File: config.mk
export PLATFORM = sky130hd
export DESIGN_NAME = vram_port_arbiter_flat
export DESIGN_NICKNAME = d
export VERILOG_FILES = /design/src/rtl/vram_port_if.sv /design/src/rtl/vram_port_arbiter.sv /design/src/flat_wrapper.sv
export SDC_FILE = /design/constraint.sdc
export NUM_CORES = 1
export LEC_CHECK = 0
export BUFFER_PORTS_ARGS = -buffer_cell sky130_fd_sc_hd__buf_2
export CORE_MARGIN = 3
export CORE_UTILIZATION = 56
export CTS_CLUSTER_SIZE = 16
export DETAILED_ROUTE_END_ITERATION = 8
export PLACE_DENSITY = 0.82
export SYNTH_ARGS = -nofsm -noshare
export SYNTH_HDL_FRONTEND = slang
export SYNTH_SLANG_ARGS = --single-unit
File: constraint.sdc
create_clock -name clk -period 5.5 [get_ports clk]
set_input_delay 0.275 -clock clk [delete_from_list [all_inputs] [get_ports clk]]
set_output_delay 0.275 -clock clk [all_outputs]
set_load 0.05 [all_outputs]
File: src/rtl/vram_port_if.sv
// Bus bundle between the VRAM arbiter, the display fetch, the pixel writer and the frame RAM.
// The arbiter connects through the slave modport; the surrounding logic uses master.
interface vram_port_if #(
  parameter int ADDR_W = 15,
  parameter int DATA_W = 6
);
  logic              disp_req;
  logic [ADDR_W-1:0] disp_addr;
  logic [DATA_W-1:0] disp_data;
  logic              disp_valid;
  logic              wr_valid;
  logic [ADDR_W-1:0] wr_addr;
  logic [DATA_W-1:0] wr_data;
  logic              wr_ready;
  logic              ram_en;
  logic              ram_we;
  logic [ADDR_W-1:0] ram_addr;
  logic [DATA_W-1:0] ram_wdata;
  logic [DATA_W-1:0] ram_rdata;
  logic              starve_err;

  modport slave (
    input  disp_req, disp_addr, wr_valid, wr_addr, wr_data, ram_rdata,
    output disp_data, disp_valid, wr_ready, ram_en, ram_we, ram_addr, ram_wdata, starve_err
  );

  modport master (
    output disp_req, disp_addr, wr_valid, wr_addr, wr_data, ram_rdata,
    input  disp_data, disp_valid, wr_ready, ram_en, ram_we, ram_addr, ram_wdata, starve_err
  );
endinterface

File: src/rtl/vram_port_arbiter.sv
// Single-port frame RAM arbiter: display reads always win, writes wait in a
// 2-entry FIFO and drain on idle cycles; a sticky watchdog flags starved writes.
module vram_port_arbiter #(
  parameter int ADDR_W   = 15,
  parameter int DATA_W   = 6,
  parameter int MAX_WAIT = 8
) (
  input  logic       clk,
  input  logic       rst,
  vram_port_if.slave bus
);
  localparam int              CNT_W    = $clog2(MAX_WAIT + 1);
  localparam logic [CNT_W-1:0] WAIT_MAX = CNT_W'(MAX_WAIT);

  typedef enum logic [1:0] {IDLE, RD, WR} state_t;

  state_t            state, state_nxt;
  logic [ADDR_W-1:0] fifo_addr [2];
  logic [DATA_W-1:0] fifo_data [2];
  logic              head, tail;
  logic [1:0]        count;
  logic              full, empty, push, pop;
  logic [CNT_W-1:0]  wait_cnt, wait_nxt;
  logic              starve;
  logic [ADDR_W-1:0] addr_p1;
  logic [DATA_W-1:0] wdata_p1;
  logic              vld_p1, vld_p2;

  function automatic logic [CNT_W-1:0] sat_inc(input logic [CNT_W-1:0] v);
    return (v == WAIT_MAX) ? v : v + 1'b1;
  endfunction

  assign full  = (count == 2'd2);
  assign empty = (count == 2'd0);
  // No bypass: a full FIFO refuses a push even when it pops on the same edge.
  assign push  = bus.wr_valid && !full;

  always_comb begin
    state_nxt = IDLE;
    pop       = 1'b0;
    if (bus.disp_req) begin
      state_nxt = RD;
    end else if (!empty) begin
      state_nxt = WR;
      pop       = 1'b1;
    end
  end

  always_comb begin
    wait_nxt = '0;
    if (!empty && !pop) wait_nxt = sat_inc(wait_cnt);
  end

  // Stage p1: issue register driving the RAM port
  always_ff @(posedge clk) begin
    if (rst) begin
      state    <= IDLE;
      addr_p1  <= '0;
      wdata_p1 <= '0;
    end else begin
      state <= state_nxt;
      case (state_nxt)
        RD: addr_p1 <= bus.disp_addr;
        WR: begin
          addr_p1  <= fifo_addr[head];
          wdata_p1 <= fifo_data[head];
        end
        default: ;
      endcase
    end
  end

  always_ff @(posedge clk) begin
    if (rst) begin
      head     <= 1'b0;
      tail     <= 1'b0;
      count    <= 2'd0;
      wait_cnt <= '0;
      starve   <= 1'b0;
    end else begin
      if (push) tail <= ~tail;
      if (pop)  head <= ~head;
      count    <= count + {1'b0, push} - {1'b0, pop};
      wait_cnt <= wait_nxt;
      if (wait_nxt == WAIT_MAX) starve <= 1'b1;
    end
  end

  always_ff @(posedge clk) begin
    if (push) begin
      fifo_addr[tail] <= bus.wr_addr;
      fifo_data[tail] <= bus.wr_data;
    end
  end

  // Stage p2: read valid aligned with RAM output data
  always_ff @(posedge clk) begin
    if (rst) begin
      vld_p1 <= 1'b0;
      vld_p2 <= 1'b0;
    end else begin
      vld_p1 <= bus.disp_req;
      vld_p2 <= vld_p1;
    end
  end

  assign bus.ram_en     = (state != IDLE);
  assign bus.ram_we     = (state == WR);
  assign bus.ram_addr   = addr_p1;
  assign bus.ram_wdata  = wdata_p1;
  assign bus.disp_valid = vld_p2;
  assign bus.disp_data  = vld_p2 ? bus.ram_rdata : '0;
  assign bus.wr_ready   = !full;
  assign bus.starve_err = starve;
endmodule
File: src/flat_wrapper.sv
// flat-port wrapper written by rule: the top's interface ports become plain ports
module vram_port_arbiter_flat 
#(
  parameter int ADDR_W   = 15,
  parameter int DATA_W   = 6,
  parameter int MAX_WAIT = 8
)
  (clk, rst, bus_disp_req, bus_disp_addr, bus_wr_valid, bus_wr_addr, bus_wr_data, bus_ram_rdata, bus_disp_data, bus_disp_valid, bus_wr_ready, bus_ram_en, bus_ram_we, bus_ram_addr, bus_ram_wdata, bus_starve_err);
  vram_port_if #(.ADDR_W(ADDR_W), .DATA_W(DATA_W)) bus_i ();
  input  logic clk;
  input  logic rst;
  input wire logic [$bits(bus_i.disp_req)-1:0] bus_disp_req;
  input wire logic [$bits(bus_i.disp_addr)-1:0] bus_disp_addr;
  input wire logic [$bits(bus_i.wr_valid)-1:0] bus_wr_valid;
  input wire logic [$bits(bus_i.wr_addr)-1:0] bus_wr_addr;
  input wire logic [$bits(bus_i.wr_data)-1:0] bus_wr_data;
  input wire logic [$bits(bus_i.ram_rdata)-1:0] bus_ram_rdata;
  output wire logic [$bits(bus_i.disp_data)-1:0] bus_disp_data;
  output wire logic [$bits(bus_i.disp_valid)-1:0] bus_disp_valid;
  output wire logic [$bits(bus_i.wr_ready)-1:0] bus_wr_ready;
  output wire logic [$bits(bus_i.ram_en)-1:0] bus_ram_en;
  output wire logic [$bits(bus_i.ram_we)-1:0] bus_ram_we;
  output wire logic [$bits(bus_i.ram_addr)-1:0] bus_ram_addr;
  output wire logic [$bits(bus_i.ram_wdata)-1:0] bus_ram_wdata;
  output wire logic [$bits(bus_i.starve_err)-1:0] bus_starve_err;
  assign bus_i.disp_req = bus_disp_req;
  assign bus_i.disp_addr = bus_disp_addr;
  assign bus_i.wr_valid = bus_wr_valid;
  assign bus_i.wr_addr = bus_wr_addr;
  assign bus_i.wr_data = bus_wr_data;
  assign bus_i.ram_rdata = bus_ram_rdata;
  assign bus_disp_data = bus_i.disp_data;
  assign bus_disp_valid = bus_i.disp_valid;
  assign bus_wr_ready = bus_i.wr_ready;
  assign bus_ram_en = bus_i.ram_en;
  assign bus_ram_we = bus_i.ram_we;
  assign bus_ram_addr = bus_i.ram_addr;
  assign bus_ram_wdata = bus_i.ram_wdata;
  assign bus_starve_err = bus_i.starve_err;
  vram_port_arbiter #(.ADDR_W(ADDR_W), .DATA_W(DATA_W), .MAX_WAIT(MAX_WAIT)) u_core (.clk(clk), .rst(rst), .bus(bus_i));
endmodule
---- Yosys cells after proc, flatten, opt, wreduce, memory -nomap -nowiden ----
Memories as Yosys holds them, arrays and structs flattened. A register that Yosys moved wholly into a read port is not among the register bits.
Cells that the tools add are included.
W data, S select, Z words.
word-level totals
  register bits after elaboration ......... 28
  RAM bits ................................ 42
  bits of input ports ..................... 46
  output and inout port bits .............. 32
  memories kept ........................... 2
memory list
  name              depth  bits a word  rd ports  clocked after memory_dff  wr ports  line                     text
  u_core.fifo_addr  2      15           1         1                         1         vram_port_arbiter.sv:18  logic [ADDR_W-1:0] fifo_addr [2];
  u_core.fifo_data  2      6            1         1                         1         vram_port_arbiter.sv:19  logic [DATA_W-1:0] fifo_data [2];
operators by class
  add/sub/neg operators ................... 3
  equality and inequality tests ........... 6
  multiplexer cells ....................... 12
  bitwise logic cells ..................... 2
  reductions and logical operators ........ 8
operator list
  operator               count
  $pmux W15 S2           1
  $eq A4 B4 Y1 const B   2
  $mux W4                2
  $eq A2 B2 Y1 const B   3
  $mux W1                6
  $mux W6                1
  $add A4 B1 Y4 const B  1
  $mux W2                2
  $reduce_bool A2 Y1     2
  $logic_not A1 Y1       3
  $add A2 B1 Y2          1
  $eq A2 B1 Y1 const B   1
  $logic_and A1 B1 Y1    2
  $logic_not A2 Y1       1
  $not A1 Y1             2
  $sub A2 B1 Y2          1

---- Depth between registers and ports, before layout ----
Gate-level depths: netlist of run 1.
  word-level depth ........................ 7
  gate-level depth with buffers ........... 9
  mapped depth without buffers ............ 8

---- Worst setup path before layout of run 1 ----
OpenSTA, ideal clock, no wires.
  path type ............................... flip-flop to flip-flop
  from .................................... reg u_core.count[1]
  to ...................................... mem u_core.fifo_addr[0][0], enable pin
  library setup time ...................... 399 ps
  data arrival time ....................... 1884 ps
  required time ........................... 5101 ps
  path slack .............................. 3217 ps
  cell stages (with the launch flop) ...... 4
  buffers on the path ..................... 0
  cell sequence ........................... dfxtp_1 or2b_1 nand2_1 nor2_1
between the ends
  cells in the longest elaborated chain, start to end .. 5
ends and longest elaborated chain
  what                           line                     text
  start, declared                vram_port_arbiter.sv:21  logic [1:0] count;
  start signal, assigned         vram_port_arbiter.sv:83  count <= count + {1'b0, push} - {1'b0, pop};
  $eq A2 B2 Y1                   vram_port_arbiter.sv:33  assign full = (count == 2'd2);
  $logic_not A1 Y1               n/a
  via bus_wr_ready               flat_wrapper.sv:20       output wire logic [$bits(bus_i.wr_ready)-1:0] bus_wr_ready;
  $logic_and A1 B1 Y1            vram_port_arbiter.sv:36  assign push = bus.wr_valid && !full;
  $mux W1                        vram_port_arbiter.sv:90  if (push) begin
  $mux W1 (implied by the code)  vram_port_arbiter.sv:91  fifo_addr[tail] <= bus.wr_addr;
  end, declared                  vram_port_arbiter.sv:18
The timed path passes the listed nets, and every way through them passes these cells.

---- Worst setup path after layout of run 1 ----
  from .................................... reg u_core.count[1]
  to ...................................... reg u_core.count[1]
between the ends
  cells in the longest elaborated chain, start to end .. 5
  elaborated cells on any way between the ends .. 8
  classes of those cells .................. add/sub (2); eq/ne (1); mux (2); reduce/logical (3)
ends and longest elaborated chain
  what                 line
  $eq A2 B2 Y1         vram_port_arbiter.sv:33
  $logic_not A1 Y1     vram_port_arbiter.sv:36
  $logic_and A1 B1 Y1  vram_port_arbiter.sv:36
  $add A2 B1 Y2        vram_port_arbiter.sv:83
  $sub A2 B1 Y2 *      vram_port_arbiter.sv:83
Mark *: on every way between the ends. The rest lies on a longest branch, timed or not.
A chain may end at the register's enable or synchronous reset.

==> results.ini, run 1 <==
[power]
internal_power_mw=1.15
leakage_nw=1.49
pwr-share-comb_pct=30.3
p_sw_uw=629
peakVddDrop_mv=0.367
p_seq_share_pct=43.3
p_per_area_mw_per_mm2=491
p_sw_share_pct=35.4
pwr-share-clk_pct=26.3

[grt]
grt_start_max_net_pins=34
grt_pass1_vias=1867
antenna_found_initial=0
grt.total_usage_pct=18.2
overflow=0
grt_first_pass_wirelength_um=8550

[synthesis]
synth_compound_area_share_pct=10.9
yosys.area_share.simple_pct=10.8
synth_top_area_cell=edfxtp_1
synth_top_area_share_pct=41.6
synth_seq_cells=76
yosys.area_share.xor_xnor_pct=1.73
synth.avg_cell_area_um2=12.8
synthTopCellsByArea=edfxtp_1, dfxtp_1, mux2i_1
syn_nets=287
syn-instance-count=237
synth_area_mm2=0.00303
synth_adder_area_share_pct=1.65
ys_warn_count=0
synth.mux.area_fraction_pct=6.94
synth_top_family_by_area=compound AO/OA/AOI/OAI gates
synth-seq-area-share_pct=64.1
synth_cell_types=31

[final_layout]
nNetsFinal=360
drive_gt1_share_pct=35.2
final_util_pct=70.1
n_antenna_cell=0
syn2layout_area_growth_pct=19.7
fin_area_mm2=0.00363
layout_common_cells=buf_2, edfxtp_1, dfxtp_1
fin_cells=385
nFillCells=383
layout_commonest_cell=buf_2

[sta]
max_freq_ghz=0.529
holdWs_ns=0.106
period_needed_ns=1.89
slew_headroom_pct=26.6
tightest_slew_ns=1.10
slew_violations=0
finalCritPeriodShare_pct=34.4
grt_setup_unrepaired=false
skew_ns=0.00779
hold_viol=0
tns_ns=0
setup-violations-final=0

[setup_path]
start_kind=register
critPathBufInv=1
cp_slowest_cell=nor2_2
path_delay_family=simple AND/OR/NAND/NOR gates
worst_r2r_path_depth=8
crit_path_end_kind=register
critPathMaxStageDelay_ns=0.40
arrival_ns=2.11
worstSetupPathDepth=8
path_class=register to register
worstPathCellList=nor2_1, nor2_2, ha_1, inv_1, ha_1, xor2_1, xnor2_1, nor2_1
cp.required_ns=5.72
crit_fanout=14

[cts]
cts.path.max_buffers=2
numCtsBuffers=9
cts-root-buf=clkbuf_8
postCtsHoldBufs=0
cts_tree=done
h-tree-depth=3
cts_resized=0
clkLatencyLatePin_ns=0.35
clk_pin_slew_ns=0.08
cts_setup_buffers=0
clock_sinks=76

[floorplan]
core_area_mm2=0.00517
die_area_mm2=0.00633
num_rows=26
initial_core_util_pct=58.6
ios=78
die_h_um=79.5
die_w_um=79.5

[place]
dp_cells=369
dpl.hpwl_um=3530
routabilityCongestion=0.766
place_area_mm2=0.00340
io_buffers=77

[outcome]
status=finished clean

[route]
num_vias=1948
dr.first_iter.drc_count=105
drtPass1Iterations=6
drc=0
avgRoutedWirePerCell_um=14.0
routed_wl_um=5380
viasPerCell=5.06
antenna_left=0

[hold_path]
whs_path_depth=1
hp-class=input port to register

[flow_run]
drv_cap=0

[power groups by stage]
stage / Clock, mW / Combinational [mW] / Sequential [mW]
2_1_floorplan: 0 / 0.396 / 0.860
3_3_place_gp: 0 / 0.532 / 0.781
3_5_place_dp: 0 / 0.546 / 0.784
4_1_cts: 0.479 / 0.548 / 0.772
5_1_grt: 0.505 / 0.596 / 0.782
6_report: 0.469 / 0.540 / 0.771
[layer usage]
metal | track usage [%] | wire, µm
met2 | 29.4 | 2650
met4 | 8.76 | 74
met5 | 0 | 0
met3 | 6.09 | 378
met1 | 22.0 | 2280
[worst paths after layout]
| kind | start | end | slack (ns) |
|---|---|---|---|
| worst max-delay path | u_core.count[1] | u_core.count[1] | 3.61 |
| worst min-delay path | bus_wr_data[5] | u_core.fifo_data[1][5] | 0.11 |
| worst max register to register | u_core.count[1] | u_core.count[1] | 3.61 |
| worst min register to register | u_core.bus.starve_err | u_core.bus.starve_err | 0.47 |
[cell type report]
type	instances	area, µm²	share of cell area, %
multi-input combinational	141	971	26.8
clock inverter	7	98.8	2.73
sequential	76	1940	53.5
timing repair buffer	77	385	10.6
clock buffer	9	124	3.41
inverter	5	18.8	0.517
tap	70	87.6	2.41
[through the flow]
stage | worst slack [ns] | total power [mW]
finish | 3.61 | 1.78
global route | 3.32 | 1.88
floorplan | 3.22 | 1.26
CTS | 3.55 | 1.80
global placement | 3.43 | 1.31
detailed placement | 3.37 | 1.33
[registers in the layout, summed over array words and instances (netlist names), named ones only]
name and flops:
u_core.count 2, u_core.tail 1, u_core.bus.starve_err 1, u_core.wait_cnt 4, u_core.head 1, u_core.state 2
u_core.bus.disp_valid 1, u_core.bus.ram_addr 15, u_core.fifo_addr 30, u_core.bus.ram_wdata 6, u_core.fifo_data 12
[cell usage after synthesis (all sizes together)]
master,n
a211o,15
a211oi,7
a21oi,16
and2,6
and3,3
buf,10
clkbuf,5
dfxtp,34
edfxtp,42
ha,4
inv,5
mux2i,21
nand2,18
nand2b,2
nand3,1
nand3b,1
nor2,31
nor2b,4
nor3,1
nor4b,1
o41ai,1
or2,2
or2b,1
xnor2,3
xor2,3
[kinds of logic (layout without fill, tap and decap cells)]
| kind of cell | count (synthesis) | count (layout) |
|---|---|---|
| compound gates | 39 | 39 |
| xor+xnor | 6 | 6 |
| fa+ha+maj | 4 | 4 |
| buf+inv | 20 | 98 |
| flops | 76 | 76 |
| mux | 21 | 21 |
| simple gates | 71 | 71 |
Note: power is estimated with default switching activity, not from simulation.
==> inputs of run 2 (changes only) <==
--- a/config.mk
+++ b/config.mk
@@ -7,10 +7,10 @@
 export LEC_CHECK = 0
 export BUFFER_PORTS_ARGS = -buffer_cell sky130_fd_sc_hd__buf_2
 export CORE_MARGIN = 3
-export CORE_UTILIZATION = 56
+export CORE_UTILIZATION = 47
 export CTS_CLUSTER_SIZE = 16
 export DETAILED_ROUTE_END_ITERATION = 8
-export PLACE_DENSITY = 0.82
+export PLACE_DENSITY = 0.73
 export SYNTH_ARGS = -nofsm -noshare
 export SYNTH_HDL_FRONTEND = slang
 export SYNTH_SLANG_ARGS = --single-unit
==> constraint.sdc (replaced) <==
create_clock -name clk -period 1.6 [get_ports clk]
set_input_delay 0.08 -clock clk [delete_from_list [all_inputs] [get_ports clk]]
set_output_delay 0.08 -clock clk [all_outputs]
set_load 0.05 [all_outputs]
==> results.ini, run 2 (synthesized netlist as in run 1, its figures left out) <==
[outcome]
status=finished clean

[sta]
tightest_slew_ns=0.512  ; -0.588 ns
slew_headroom_pct=65.9  ; +39 points
skew_ns=0.0123  ; +0.00449 ns
tns_ns=0  ; unchanged
finalCritPeriodShare_pct=95.9  ; +62 points
setup-violations-final=0  ; unchanged
slew_violations=0  ; unchanged
period_needed_ns=1.53  ; -0.356 ns
hold_viol=0  ; unchanged
grt_setup_unrepaired=false
max_freq_ghz=0.652  ; +23%

[cts]
clkLatencyLatePin_ns=0.33  ; -0.02 ns
cts-root-buf=clkbuf_8
cts_tree=done
clock_sinks=76  ; unchanged
numCtsBuffers=9  ; unchanged
h-tree-depth=3  ; unchanged
cts.path.max_buffers=2  ; unchanged
clk_pin_slew_ns=0.07  ; about the same

[floorplan]
core_area_mm2=0.00610  ; +18%
initial_core_util_pct=49.7  ; -8.9 points
num_rows=28  ; +7.7%
ios=78  ; unchanged
die_area_mm2=0.00744  ; +18%
die_h_um=86.3  ; +8.5%
die_w_um=86.3  ; +8.5%

[grt]
grt_first_pass_wirelength_um=10100  ; +18%
grt_pass1_vias=2154  ; +15%
grt_start_max_net_pins=33  ; -2.9%
met1_usage_pct=22.0  ; +0.065 points
grt.total_usage_pct=17.8  ; -0.46 points
grtUsageMet3_pct=3.33  ; -2.8 points
antenna_found_initial=0  ; unchanged
busiest_layer=met2
overflow=0  ; unchanged
use_met2_pct=30.8  ; +1.4 points

[setup_path]
start_kind=register
arrival_ns=1.75  ; -0.36 ns
rrSetupSlack_ns=0.07  ; -3.54 ns
crit_path_end_kind=register
path_class=register to register
crit_fanout=4  ; -10
cp.required_ns=1.81  ; -3.91 ns

[place]
dpl.hpwl_um=3910  ; +11%
io_buffers=77  ; unchanged
routabilityCongestion=0.741  ; -3.2%

[final_layout]
largest_reg_flops=30  ; unchanged
layout_commonest_cell=buf_2
syn2layout_area_growth_pct=34.2
final_util_pct=66.7  ; -3.5 points
largest-register=u_core.fifo_addr
nNetsFinal=404  ; +12%
drive_gt1_share_pct=36.2  ; +0.97 points
layout_common_cells=buf_2, edfxtp_1, dlygate4sd3_1

[flow_run]
drv_cap=0  ; unchanged

[power]
p_per_area_mw_per_mm2=1510  ; +210%
p_sw_share_pct=36.2  ; +0.82 points
p_sw_mw=2.22  ; +250%
pwr-share-comb_pct=36.9  ; +6.6 points
peakVddDrop_mv=0.829  ; +130%
pwr-share-clk_pct=20.5  ; -5.8 points
leakage_nw=1.67  ; +13%
p_seq_share_pct=42.6  ; -0.7 points
internal_power_mw=3.91  ; +240%

[route]
dr.first_iter.drc_count=83  ; -21%
avgRoutedWirePerCell_um=14.4  ; +2.9%
routed_wl_um=6250  ; +16%
viasPerCell=4.88  ; -3.5%
num_vias=2124  ; +9.0%
antenna_left=0  ; unchanged
drc=0  ; unchanged
drtPass1Iterations=4  ; -2

[hold_path]
hp-class=input port to register

[run 2: changes by cell type in the layout (fill, tap and decap cells not counted), sizes merged]
cell / delta
clkinv: +1
bufinv: -2
clkbuf: +2
buf: +10
dlygate4sd3: +34
diode: +1
clkinvlp: -1
[run 2: worst max-delay path, stage by stage (launching register included)]
cell and delay [ns]:
dfxtp_4 0.36, nor2_4 0.14, nor2_4 0.07, ha_4 0.23
inv_1 0.05, ha_2 0.19, xor2_2 0.17, xnor2_1 0.14
nor2_1 0.06
[run 2: final cells by class]
type	count	area [µm²]
Antenna cell	1	2.50
Clock buffer	11	141
Clock inverter	5	27.5
Fill cell	480	2030
Inverter	5	18.8
Multi-Input combinational cell	141	1030
Sequential cell	76	1950
Tap cell	75	93.8
Timing Repair Buffer	121	801
[run 2: timing repair]
action	4_1_cts	5_1_grt
setup endpoints to repair	1	2
hold buffers	34	0
gates resized for setup	2	7
endpoints found under the hold margin	55	0
buffers inserted	0	1
pin swaps	1	4
[run 2: final timing paths]
kind	cells after the start	endpoint	start
worst max-delay path	8	u_core.count[1]	u_core.count[0]
worst min-delay path	3	u_core.bus.ram_addr[3]	bus_disp_addr[3]
worst max register to register	8	u_core.count[1]	u_core.count[0]
worst min register to register	2	u_core.bus.starve_err	u_core.bus.starve_err
[run 2: routing by layer]
metal	share of wire [%]	wire length, µm
met1	43	2670
met2	52	3270
met3	3.7	232
met4	1.4	86
met5	0	0
[run 2: power groups by stage]
| stage | sequential (mW) | clock [mW] | combinational, mW |
|---|---|---|---|
| 2_1_floorplan | 2.97 | 0 | 1.41 |
| 4_1_cts | 2.60 | 1.28 | 2.20 |
| 3_5_place_dp | 2.64 | 0 | 2.12 |
| 3_3_place_gp | 2.63 | 0 | 2.07 |
| 5_1_grt | 2.65 | 1.38 | 2.45 |
| 6_report | 2.61 | 1.25 | 2.26 |
[run 2: through the flow]
step | area [µm²] | cells | hold WS [ns] | setup slack (ns) | power [mW]
after CTS | 4020 | 433 | 0.000485 | 0.00592 | 6.09
after global routing | 4060 | 434 | 0.0127 | 0.0101 | 6.48
final | 4060 | 435 | 0.0153 | 0.0655 | 6.12
after global placement | 3500 | 383 | 0.271 | 0.139 | 4.69
after floorplan | 3060 | 237 | 0.171 | 0.00502 | 4.39
after detailed placement | 3500 | 383 | 0.271 | -0.00199 | 4.76
